<file path="src/rtl/vga_pkg.sv">
// vga_pkg: shared definitions for the VGA pixel fetch path.
//   PIX_BITS  - default pixel width (RGB444).
//   state_t   - fetch state: UNSYNC until the first vs rising edge, then RUN.
//   scale_ok  - true for the supported replication factors (1, 2, 4).
//   rd_lat_ok - true for the supported framebuffer read latencies (1..3).
package vga_pkg;

  localparam int PIX_BITS = 12;

  typedef enum logic {
    UNSYNC = 1'b0,
    RUN    = 1'b1
  } state_t;

  function automatic bit scale_ok(input int s);
    return (s == 1) || (s == 2) || (s == 4);
  endfunction

  function automatic bit rd_lat_ok(input int l);
    return (l >= 1) && (l <= 3);
  endfunction

endpackage

</file>
<file path="src/rtl/vga_fetch_delay.sv">
// vga_fetch_delay: tracks outstanding framebuffer reads and captures the
// returned pixel.
//   clk, rst_n - clock, asynchronous active-low reset
//   fb_en      - read issued this cycle
//   fb_data    - RAM read data, valid RD_LAT cycles after fb_en
//   pix_hold   - last captured pixel, held until the next read returns
module vga_fetch_delay #(
  parameter int RD_LAT = 1,
  parameter int PIX_W  = 12
) (
  input  logic             clk,
  input  logic             rst_n,
  input  logic             fb_en,
  input  logic [PIX_W-1:0] fb_data,
  output logic [PIX_W-1:0] pix_hold
);

  // One bit per cycle of read latency; the top bit marks the cycle in which
  // fb_data belongs to the read issued RD_LAT cycles earlier.
  logic [RD_LAT-1:0] vld;

  always_ff @(posedge clk or negedge rst_n) begin
    if (!rst_n) begin
      vld      <= '0;
      pix_hold <= '0;
    end else begin
      vld <= (vld << 1) | RD_LAT'(fb_en);
      if (vld[RD_LAT-1]) begin
        pix_hold <= fb_data;
      end
    end
  end

endmodule

</file>
<file path="src/rtl/vga_pixel_fetch.sv">
// vga_pixel_fetch: turns timing-controller strobes into framebuffer reads
// with integer pixel/line replication, and drives registered RGB + syncs.
//   clk, rst_n     - clock (shared with timing), asynchronous active-low reset
//   adv            - one-cycle pixel strobe; act/hs/vs sampled only when high
//   act, hs, vs    - active-video and sync flags from timing
//   fb_en, fb_addr - framebuffer read request (combinational on the adv cycle)
//   fb_data        - read data, RD_LAT cycles after fb_en
//   rgb            - output pixel, zero whenever de_o is low
//   hs_o,vs_o,de_o - syncs / data enable delayed one pixel period
//   frame_start    - one-cycle pulse on a sampled vs rising edge
//   line_err       - sticky: an active line was not exactly HACT pixels
//
// Handshake: there is no back-pressure. A read is a single-cycle fb_en
// pulse with fb_addr; the RAM must return fb_data exactly RD_LAT cycles
// later, and RD_LAT must be shorter than the adv spacing so the pixel is
// held before the next adv registers it onto rgb.
module vga_pixel_fetch
  import vga_pkg::*;
#(
  parameter int HACT   = 640,
  parameter int VACT   = 480,
  parameter int SCALE  = 1,
  parameter int RD_LAT = 1,
  parameter int PIX_W  = PIX_BITS,
  parameter int ADDR_W = $clog2((HACT / SCALE) * (VACT / SCALE))
) (
  input  logic              clk,
  input  logic              rst_n,
  input  logic              adv,
  input  logic              act,
  input  logic              hs,
  input  logic              vs,
  output logic              fb_en,
  output logic [ADDR_W-1:0] fb_addr,
  input  logic [PIX_W-1:0]  fb_data,
  output logic [PIX_W-1:0]  rgb,
  output logic              hs_o,
  output logic              vs_o,
  output logic              de_o,
  output logic              frame_start,
  output logic              line_err
);

  if (!scale_ok(SCALE)) begin : g_bad_scale
    $error("vga_pixel_fetch: SCALE must be 1, 2 or 4");
  end
  if (!rd_lat_ok(RD_LAT)) begin : g_bad_rd_lat
    $error("vga_pixel_fetch: RD_LAT must be 1..3");
  end

  localparam int HSRC      = HACT / SCALE;
  localparam int VSRC      = VACT / SCALE;
  localparam int LAST_BASE = HSRC * (VSRC - 1);
  localparam int XW        = $clog2(HACT + 1);
  localparam int SW        = 3;

  state_t state_q, state_d;

  // Timing flags sampled on the previous adv.
  logic act_s, hs_s, vs_s;
  // Previous pixel was active while running: drives de_o / rgb gating.
  logic run_act;

  logic [ADDR_W-1:0] line_base, addr, next_base;
  logic [SW-1:0]     xsub, ysub;
  logic [XW-1:0]     xcnt;

  logic running, vs_rise, eol, pix_act, xfull;
  logic [PIX_W-1:0] pix_hold;

  assign running = (state_q == RUN);
  assign vs_rise = adv & vs & ~vs_s;
  assign eol     = adv & act_s & ~act & running;
  assign pix_act = adv & act & running;
  assign xfull   = (xcnt == XW'(HACT));

  assign fb_en   = pix_act & ~xfull;
  assign fb_addr = addr;

  // The last source line is reused for any lines beyond VACT.
  assign next_base = (line_base == ADDR_W'(LAST_BASE)) ? line_base
                                                       : line_base + ADDR_W'(HSRC);

  always_ff @(posedge clk or negedge rst_n) begin
    if (!rst_n) begin
      state_q <= UNSYNC;
    end else begin
      state_q <= state_d;
    end
  end

  always_comb begin
    state_d = state_q;
    case (state_q)
      UNSYNC:  if (vs_rise) state_d = RUN;
      RUN:     state_d = RUN;
      default: state_d = UNSYNC;
    endcase
  end

  // Address and replication counters.
  always_ff @(posedge clk or negedge rst_n) begin
    if (!rst_n) begin
      line_base <= '0;
      addr      <= '0;
      xsub      <= '0;
      ysub      <= '0;
      xcnt      <= '0;
    end else if (vs_rise) begin
      line_base <= '0;
      addr      <= '0;
      xsub      <= '0;
      ysub      <= '0;
      xcnt      <= '0;
    end else if (eol) begin
      xsub <= '0;
      xcnt <= '0;
      if (ysub == SW'(SCALE - 1)) begin
        ysub      <= '0;
        line_base <= next_base;
        addr      <= next_base;
      end else begin
        ysub <= ysub + SW'(1);
        addr <= line_base;
      end
    end else if (fb_en) begin
      xcnt <= xcnt + XW'(1);
      if (xsub == SW'(SCALE - 1)) begin
        xsub <= '0;
        // Stop on the line's last source pixel so addr stays in range.
        if (xcnt != XW'(HACT - 1)) begin
          addr <= addr + ADDR_W'(1);
        end
      end else begin
        xsub <= xsub + SW'(1);
      end
    end
  end

  always_ff @(posedge clk or negedge rst_n) begin
    if (!rst_n) begin
      line_err    <= 1'b0;
      frame_start <= 1'b0;
    end else begin
      frame_start <= vs_rise;
      if ((eol & ~vs_rise & ~xfull) | (pix_act & xfull)) begin
        line_err <= 1'b1;
      end
    end
  end

  vga_fetch_delay #(
    .RD_LAT (RD_LAT),
    .PIX_W  (PIX_W)
  ) u_delay (
    .clk      (clk),
    .rst_n    (rst_n),
    .fb_en    (fb_en),
    .fb_data  (fb_data),
    .pix_hold (pix_hold)
  );

  // Output stage: everything here moves only on adv.
  always_ff @(posedge clk or negedge rst_n) begin
    if (!rst_n) begin
      act_s   <= 1'b0;
      hs_s    <= 1'b0;
      vs_s    <= 1'b0;
      run_act <= 1'b0;
      rgb     <= '0;
      hs_o    <= 1'b0;
      vs_o    <= 1'b0;
      de_o    <= 1'b0;
    end else if (adv) begin
      act_s   <= act;
      hs_s    <= hs;
      vs_s    <= vs;
      run_act <= act & running;
      rgb     <= run_act ? pix_hold : '0;
      hs_o    <= hs_s;
      vs_o    <= vs_s;
      de_o    <= run_act;
    end
  end

endmodule

</file>
<file path="config.mk">
export PLATFORM = sky130hd
export DESIGN_NAME = vga_pixel_fetch
export DESIGN_NICKNAME = d
export VERILOG_FILES = /design/src/rtl/vga_pkg.sv /design/src/rtl/vga_fetch_delay.sv /design/src/rtl/vga_pixel_fetch.sv
export SDC_FILE = /design/constraint.sdc
export NUM_CORES = 1
export LEC_CHECK = 0
export CAP_MARGIN = 0
export CORE_MARGIN = 2
export CORE_UTILIZATION = 52
export CTS_BUF_LIST = sky130_fd_sc_hd__clkbuf_2 sky130_fd_sc_hd__clkbuf_4 sky130_fd_sc_hd__clkbuf_8
export DETAILED_ROUTE_END_ITERATION = 7
export GPL_ROUTABILITY_DRIVEN = 0
export PLACE_DENSITY_LB_ADDON = 0.25
export SLEW_MARGIN = 25
export SYNTH_ARGS = -nofsm -noshare
export SYNTH_HDL_FRONTEND = slang
export SYNTH_SLANG_ARGS = --single-unit
</file>
<file path="constraint.sdc">
create_clock -name clk -period 2.1 [get_ports clk]
set_clock_uncertainty 0.1 [all_clocks]
set_input_delay 0.42 -clock clk [delete_from_list [all_inputs] [get_ports clk]]
set_output_delay 0.42 -clock clk [all_outputs]
set_load 0.02 [all_outputs]
</file>
==> results by group, run 1 <==
Cells and area
  – Layout Nets: 577
  – P&R area growth vs syn: 35.59%
  – Fin area: 5639 um2
  – Layout cells sized above 1: 24.82%
  – Finished Layout Cells: 658
  – # diodes: 0

Timing
  – Tmin final: 2.179 ns
  – Final slew viol count: 0
  – Hold Vio Cnt, Final: 0
  – Final worst slack: -0.07880 ns
  – Unrepaired setup endpoints after global routing: true
  – Slew headroom: 59.55%
  – Final Cycle Share: 103.8%
  – Max Freq: 459.0 MHz
  – Worst-margin pin slew: 0.6068 ns
  – Final setup violating endpoints: 13

Detailed routing
  – Final WL: 10750 um
  – Vias: 3698
  – Vias per inst: 5.620
  – Drt wl/cell: 16.33 um
  – DRC viols: 0
  – Routed Antenna Nets: 0
  – DRT Pass-1 Iters: 4
  – DR iter-0 viols: 230

GRT
  – Top Usage Layer GRT: met2
  – Pin count of the biggest net entering global routing: 40
  – Met3 usage: 4.271%
  – Vias in the first global route: 3679
  – First-pass GRT wire length: 17570 um
  – GRT Overall Usage: 25.45%
  – Initial antenna violation count: 0
  – Grt ovf: 0
  – Met2 GRT Util: 43.71%
  – Grt met1 use: 34.25%

Synth
  – Async S/R FF share, synth: 100.0%
  – Simple-gate share of the synthesized area: 21.57%
  – Number of synthesized register bits: 82
  – Post-synth top area cell: dfrtp_1
  – Post-synth EDFFs: 0
  – Syn_nets: 458
  – Most common cell in the netlist: dfrtp_1
  – Avg Cell Area, Syn: 9.627 um2
  – Post-synthesis mux area share: 5.596%
  – Xor and xnor area share after synthesis: 5.897%
  – Synth Area in Compound Gates: 11.61%
  – Post-synthesis sequential area ratio: 49.34%
  – Yosys warns: 0
  – Post-synthesis adder-cell area fraction: 2.407%
  – Post-synthesis instance total: 432
  – Largest family of logic cells by synthesized area: simple AND/OR/NAND/NOR gates
  – Synth Cell Area: 4159 um2
  – Ys flop type: dfrtp_1
  – Netlist cell types: 50
  – Synth area leaders: dfrtp_1 (49%), mux2_2 (4.9%), nor2_1 (4.3%), nand2_1 (4.0%), a21oi_1 (3.6%)
  – Synth cell count leaders: dfrtp_1 (82), nor2_1 (48), nand2_1 (44)
  – Area share of the largest cell type after synthesis: 49.34%

Floorplan
  – I/O pins: 55
  – FP Rows: 32
  – Initial Utilization: 53.82%
  – Floorplan Core Area: 7727 um2
  – Die area: 8729 um2
  – Die H: 93.43 um
  – Die W: 93.43 um

Power and ir drop
  – Share of total power in sequential cells: 44.1%
  – P per Cell Area: 813.1 nW/um2
  – Switch Pwr: 0.001527 W
  – Leakage: 2.455 nW
  – Switch share: 33.31%
  – Clock power frac: 25.1%
  – Internal cell power: 0.003058 W
  – Comb pwr share: 30.8%
  – VDD IR max: 481.2 uV

CTS
  – Max clock buf depth: 2
  – CTS clk-pin slew, worst paths: 0.09 ns
  – Num CTS Buffers: 9
  – Clk_lat worst skew: 0.35 ns
  – TritonCTS clock tree: yes
  – H-tree depth: 3
  – Clock root cell: clkbuf_8
  – CTS sink count: 82

Hold path
  – Hold crit path type: reg2reg

Critical path
  – Worst path arrival time: 2.35 ns
  – Crit path capture type: flop
  – Slowest stage delay, CP: 0.40 ns
  – Crit-path max FO: 5
  – Crit path kind: reg2reg
  – Worst-path cell chain: inv_2 > ha_4 > nor4b_4 > a41oi_2 > buf_6 > and3b_2 > buf_6 > buf_4 > a21oi_2 > a21oi_1 > nor2_1
  – Critical-path top delay cell: dfrtp_1
  – WP data required: 2.27 ns
  – CP dominant cell by count: buf_6
  – Crit path buffers/inverters: 4
  – Critical Path Source Type: flop
  – Crit path max-delay family: simple AND/OR/NAND/NOR gates

Job
  – Max Cap Viol: 0

Placement
  – Place WS: -0.4344 ns
  – DP Wirelength: 7309 um
  – Placed cell count: 628
  – Dpl cell area: 5215 um2
  – I/O Buffers: 54

Outcome
  – Status: finished, violations left
  – Failing checks: setup timing
final timing paths:
path                       cells past startpoint           startpoint  slack, ns           to
max                                           11              xcnt[1]      -0.08  fb_addr[12]
min                                            2  u_delay.pix_hold[9]       0.39       rgb[9]
max reg2reg                                   11              xcnt[1]      -0.08  fb_addr[12]
min reg2reg                                    2  u_delay.pix_hold[9]       0.39       rgb[9]
max in group asynchronous                      3                rst_n       0.88      xcnt[6]
min in group asynchronous                      2                rst_n       0.46       rgb[4]
kinds of logic after synthesis:
family,Yosys count
flip-flops,82
AND/OR/NAND/NOR,175
buffers and inverters,39
adder cells (fa/ha/maj),8
multiplexers,21
XOR/XNOR,28
AO/OA/AOI/OAI,79
power by group through the flow:
| stage | Clock [W] | Sequential, W | Combinational [W] |
|---|---|---|---|
| 2_1_floorplan | 0 | 0.00214 | 0.000523 |
| 3_3_place_gp | 0 | 0.00202 | 0.00125 |
| 3_5_place_dp | 0 | 0.00203 | 0.00128 |
| 4_1_cts | 0.00118 | 0.00201 | 0.00136 |
| 5_1_grt | 0.00125 | 0.00205 | 0.00153 |
| 6_report | 0.00115 | 0.00202 | 0.00141 |
flip-flops by register name, summed over array words and instances, names as in the netlist:
signal and flops:
frame_start 1, hs_s 1, xcnt 10, hs_o 1, line_err 1, ysub 3
u_delay.pix_hold 12, vs_o 1, de_o 1, line_base 12, fb_addr 19, xsub 3
running 1, u_delay.vld 1, act_s 1, rgb 12, vs_s 1, run_act 1
final cells by class:
type	instances	area (um2)
clock buffers	9	123.9
flip-flops and latches	82	2052
clock inverters	7	75.07
fillers	547	2088
well taps	102	127.6
repair buffers	126	1124
multi-input cells	311	2058
inverters	21	78.83
stage by stage:
step | setup TNS [ns] | util (%) | power, W | hold WS (ns)
finish | -0.4834 | 72.98 | 0.004585 | 0.3874
global route | -3.127 | 72.98 | 0.004823 | 0.4182
CTS | -0.08674 | 71.37 | 0.004551 | 0.3875
detailed placement | -11.37 | 67.49 | 0.003316 | 0.2786
global placement | -9.950 | 67.49 | 0.003270 | 0.2761
floorplan | 0 | - | 0.002662 | 0.02441
layout by cell type (no fill, tap or decap), types with 3 or more instances in the layout:
master and count:
dfrtp_1 82, buf_4 63, clkdlybuf4s50_1 51, nor2_1 47
nand2_1 43, a21oi_1 24, o21ai_0 23, inv_1 18
mux2_2 18, xor2_1 17, nand3_1 14, nand4_1 13
xnor2_1 10, clkbuf_8 9, and3_1 8, o31ai_1 8
nor3_1 8, or3_1 7, ha_1 7, a21oi_2 6
buf_6 6, nor2b_1 4, nand4b_1 3, and4_1 3
mux2i_1 3, a31oi_1 3, o22a_1 3, clkinvlp_4 3
worst reg2reg max path, cell delays in order, from the launching register on:
cell and delay [ns]:
dfrtp_1 0.40, inv_2 0.08, ha_4 0.12, nor4b_4 0.24
a41oi_2 0.20, buf_6 0.16, and3b_2 0.23, buf_6 0.14
buf_4 0.14, a21oi_2 0.13, a21oi_1 0.05, nor2_1 0.09
metal layers:
layer | wire length (um) | vias up
met3 | 535 | 7
met1 | 4661 | 1822
met4 | 70 | 0
met5 | 0 | -
met2 | 5480 | 119
li1 | - | 1750
what timing repair did:
| action | 4_1_cts | 5_1_grt |
|---|---|---|
| pin swaps | 9 | 19 |
| resized for setup | 14 | 22 |
| endpoints found under the hold margin | 28 | 0 |
| endpoints found under the setup margin | 19 | 33 |
| hold buffers | 1 | 0 |
| setup buffers | 7 | 5 |
| gates cloned | 1 | 0 |
Note: power is estimated with default switching activity, not from simulation.
==> run 2, diff against run 1 <==
SLEW_MARGIN = default   (was 25)
TNS_END_PERCENT = 30   (was default)
==> run 2 against run 1 <==
- the flow still finishes with violations (setup timing)
- critical path depth unchanged
- register-to-register slack improved by 0.03 ns
- sequential power about the same
- first-iteration DRC count decreased by 3.5%
- largest cell class is now registers
==> results by group, run 2 (synthesized netlist as in run 1, its figures left out) <==
Timing
  – Final Cycle Share: 102.2% (-1.6 points)
  – Unrepaired setup endpoints after global routing: true
  – Slew headroom: 58.79% (-0.75 points)
  – Hold Vio Cnt, Final: 0 (unchanged)
  – Max Freq: 466.0 MHz (+1.5%)
  – Worst-margin pin slew: 0.6181 ns (+0.01132 ns)
  – Tmin final: 2.146 ns (-0.03293 ns)
  – Final slew viol count: 0 (unchanged)
  – Final setup violating endpoints: 6 (-7)
  – Final worst slack: -0.04587 ns (+0.03293 ns)

Cells and area
  – Layout cells sized above 1: 23.23% (-1.6 points)
  – Layout Nets: 572 (-0.87%)
  – Fin area: 5568 um2 (-1.3%)
  – # diodes: 0 (unchanged)
  – Largest register FFs: 19 (unchanged)
  – Most frequent cells in the layout: dfrtp_1 (82), buf_4 (60), clkdlybuf4s50_1 (51), nor2_1 (47), nand2_1 (43)
  – Final core utilization: 72.05% (-0.92 points)
  – Commonest non-fill, non-tap cell in the layout: dfrtp_1
  – Finished Layout Cells: 653 (-0.76%)
  – P&R area growth vs syn: 33.87%

Floorplan
  – Die area: 8729 um2 (unchanged)
  – Initial Utilization: 53.82% (unchanged)
  – Die H: 93.43 um (unchanged)
  – Floorplan Core Area: 7727 um2 (unchanged)
  – Die W: 93.43 um (unchanged)
  – FP Rows: 32 (unchanged)
  – I/O pins: 55 (unchanged)

Power and ir drop
  – P per Cell Area: 817.6 nW/um2 (+0.56%)
  – Leakage: 2.419 nW (-1.5%)
  – VDD IR max: 477.8 uV (-0.69%)

Detailed routing
  – Routed Antenna Nets: 0 (unchanged)
  – DRT Pass-1 Iters: 5 (+1)
  – Final WL: 10570 um (-1.6%)
  – Vias per inst: 5.639 (+0.33%)
  – Drt wl/cell: 16.19 um (-0.87%)
  – DRC viols: 0 (unchanged)
  – DR iter-0 viols: 222 (-3.5%)
  – Vias: 3682 (-0.43%)

Placement
  – DP Wirelength: 7309 um (unchanged)
  – Placed cell count: 628 (unchanged)
  – Dpl cell area: 5215 um2 (unchanged)
  – I/O Buffers: 54 (unchanged)

Outcome
  – Status: finished, violations left
  – Failing checks: setup timing

CTS
  – TritonCTS clock tree: yes
  – Num CTS Buffers: 9 (unchanged)
  – Clock root cell: clkbuf_8
  – Max clock buf depth: 2 (unchanged)
  – CTS clk-pin slew, worst paths: 0.09 ns (about the same)
  – Clk_lat worst skew: 0.35 ns (about the same)
  – H-tree depth: 3 (unchanged)
  – CTS sink count: 82 (unchanged)

GRT
  – Top Usage Layer GRT: met2
  – Pin count of the biggest net entering global routing: 40 (unchanged)
  – Met2 GRT Util: 43.71% (unchanged)
  – Vias in the first global route: 3679 (unchanged)
  – Grt ovf: 0 (unchanged)
  – Initial antenna violation count: 0 (unchanged)
  – GRT Overall Usage: 25.45% (unchanged)
  – First-pass GRT wire length: 17570 um (unchanged)
  – Met3 usage: 4.271% (unchanged)
  – Grt met1 use: 34.25% (unchanged)

Critical path
  – Slowest stage delay, CP: 0.39 ns (about the same)
  – Crit path buffers/inverters: 4 (unchanged)
  – CP dominant cell by count: buf_6
  – Critical Path Source Type: flop
  – Crit-path max FO: 5 (unchanged)
  – Crit path capture type: flop
  – Critical-path top delay cell: dfrtp_1
  – Crit path max-delay family: simple AND/OR/NAND/NOR gates
  – WP data required: 2.28 ns (about the same)
  – Worst-path cell chain: inv_2 > ha_4 > nor4b_4 > a41oi_2 > buf_6 > and3b_2 > buf_6 > buf_4 > a21oi_2 > a21oi_1 > nor2_1
  – Worst path arrival time: 2.32 ns (-0.03 ns)
  – Crit path kind: reg2reg

Job
  – Max Cap Viol: 0 (unchanged)

Hold path
  – Hold crit path type: reg2reg
==> run 2: cell count changes in the layout (fill, tap and decap cells not counted) <==
cell     before  now
or3_1         7    8
buf_4        63   60
buf_6         6    4
nor3b_2       1    0
nor3b_1       0    1
a21oi_1      24   27
nor2b_4       1    0
nor2b_2       0    1
a21oi_2       6    3
or3_4         1    0
==> run 2: area by class of cell <==
class / instances / area, um2
fillers: 560 / 2160
flip-flops and latches: 82 / 2052
multi-input cells: 311 / 2032
repair buffers: 121 / 1079
well taps: 102 / 127.6
clock buffers: 9 / 123.9
inverters: 21 / 78.83
clock inverters: 7 / 75.07
==> run 2: path summary, 6_finish.rpt <==
| check | slack [ns] | depth (start not counted) | to | start |
|---|---|---|---|---|
| setup reg to reg | -0.05 | 11 | fb_addr[12] | xcnt[1] |
| hold reg to reg | 0.38 | 2 | rgb[11] | u_delay.pix_hold[11] |
| setup / recovery | -0.05 | 11 | fb_addr[12] | xcnt[1] |
| hold / removal | 0.38 | 2 | rgb[11] | u_delay.pix_hold[11] |
| max in group asynchronous | 0.89 | 3 | xcnt[6] | rst_n |
| min in group asynchronous | 0.45 | 2 | rgb[4] | rst_n |
==> run 2: timing repair <==
action | CTS | global route
resized for setup | 14 | 14
hold buffers | 1 | 0
endpoints found under the hold margin | 28 | 0
cloned | 1 | 0
pin swaps | 9 | 13
setup endpoints to repair | 19 | 33
buffers inserted | 7 | 0
==> run 2: power by group <==
group	switching, W	internal, W	leakage, nW
combinational	0.000687	0.000694	1.26
sequential	0.000222	0.00180	1.07
clock	0.000597	0.000555	0.0923
==> run 2: layer usage <==
| metal | routed length, um | part of all wire, % |
|---|---|---|
| met2 | 5358 | 51 |
| met1 | 4600 | 44 |
| met5 | 0 | 0 |
| met4 | 109 | 1.0 |
| met3 | 504 | 4.8 |
==> run 2: per-stage QoR <==
stage | hold slack [ns] | setup WS, ns | TNS [ns] | power (W)
4_1_cts | 0.3875 | -0.02439 | -0.08674 | 0.004551
3_5_place_dp | 0.2786 | -0.4344 | -11.37 | 0.003316
3_3_place_gp | 0.2761 | -0.3970 | -9.950 | 0.003270
2_1_floorplan | 0.02441 | 0.03556 | 0 | 0.002662
6_report | 0.3840 | -0.04587 | -0.2054 | 0.004552
5_1_grt | 0.4182 | -0.1657 | -2.072 | 0.004790
==> run 2: worst reg2reg max path: stages, from the launching register on <==
cell and delay [ns]:
dfrtp_1 0.39, inv_2 0.08, ha_4 0.12, nor4b_4 0.24, a41oi_2 0.20, buf_6 0.16, and3b_2 0.23, buf_6 0.14
buf_4 0.14, a21oi_2 0.13, a21oi_1 0.05, nor2_1 0.09
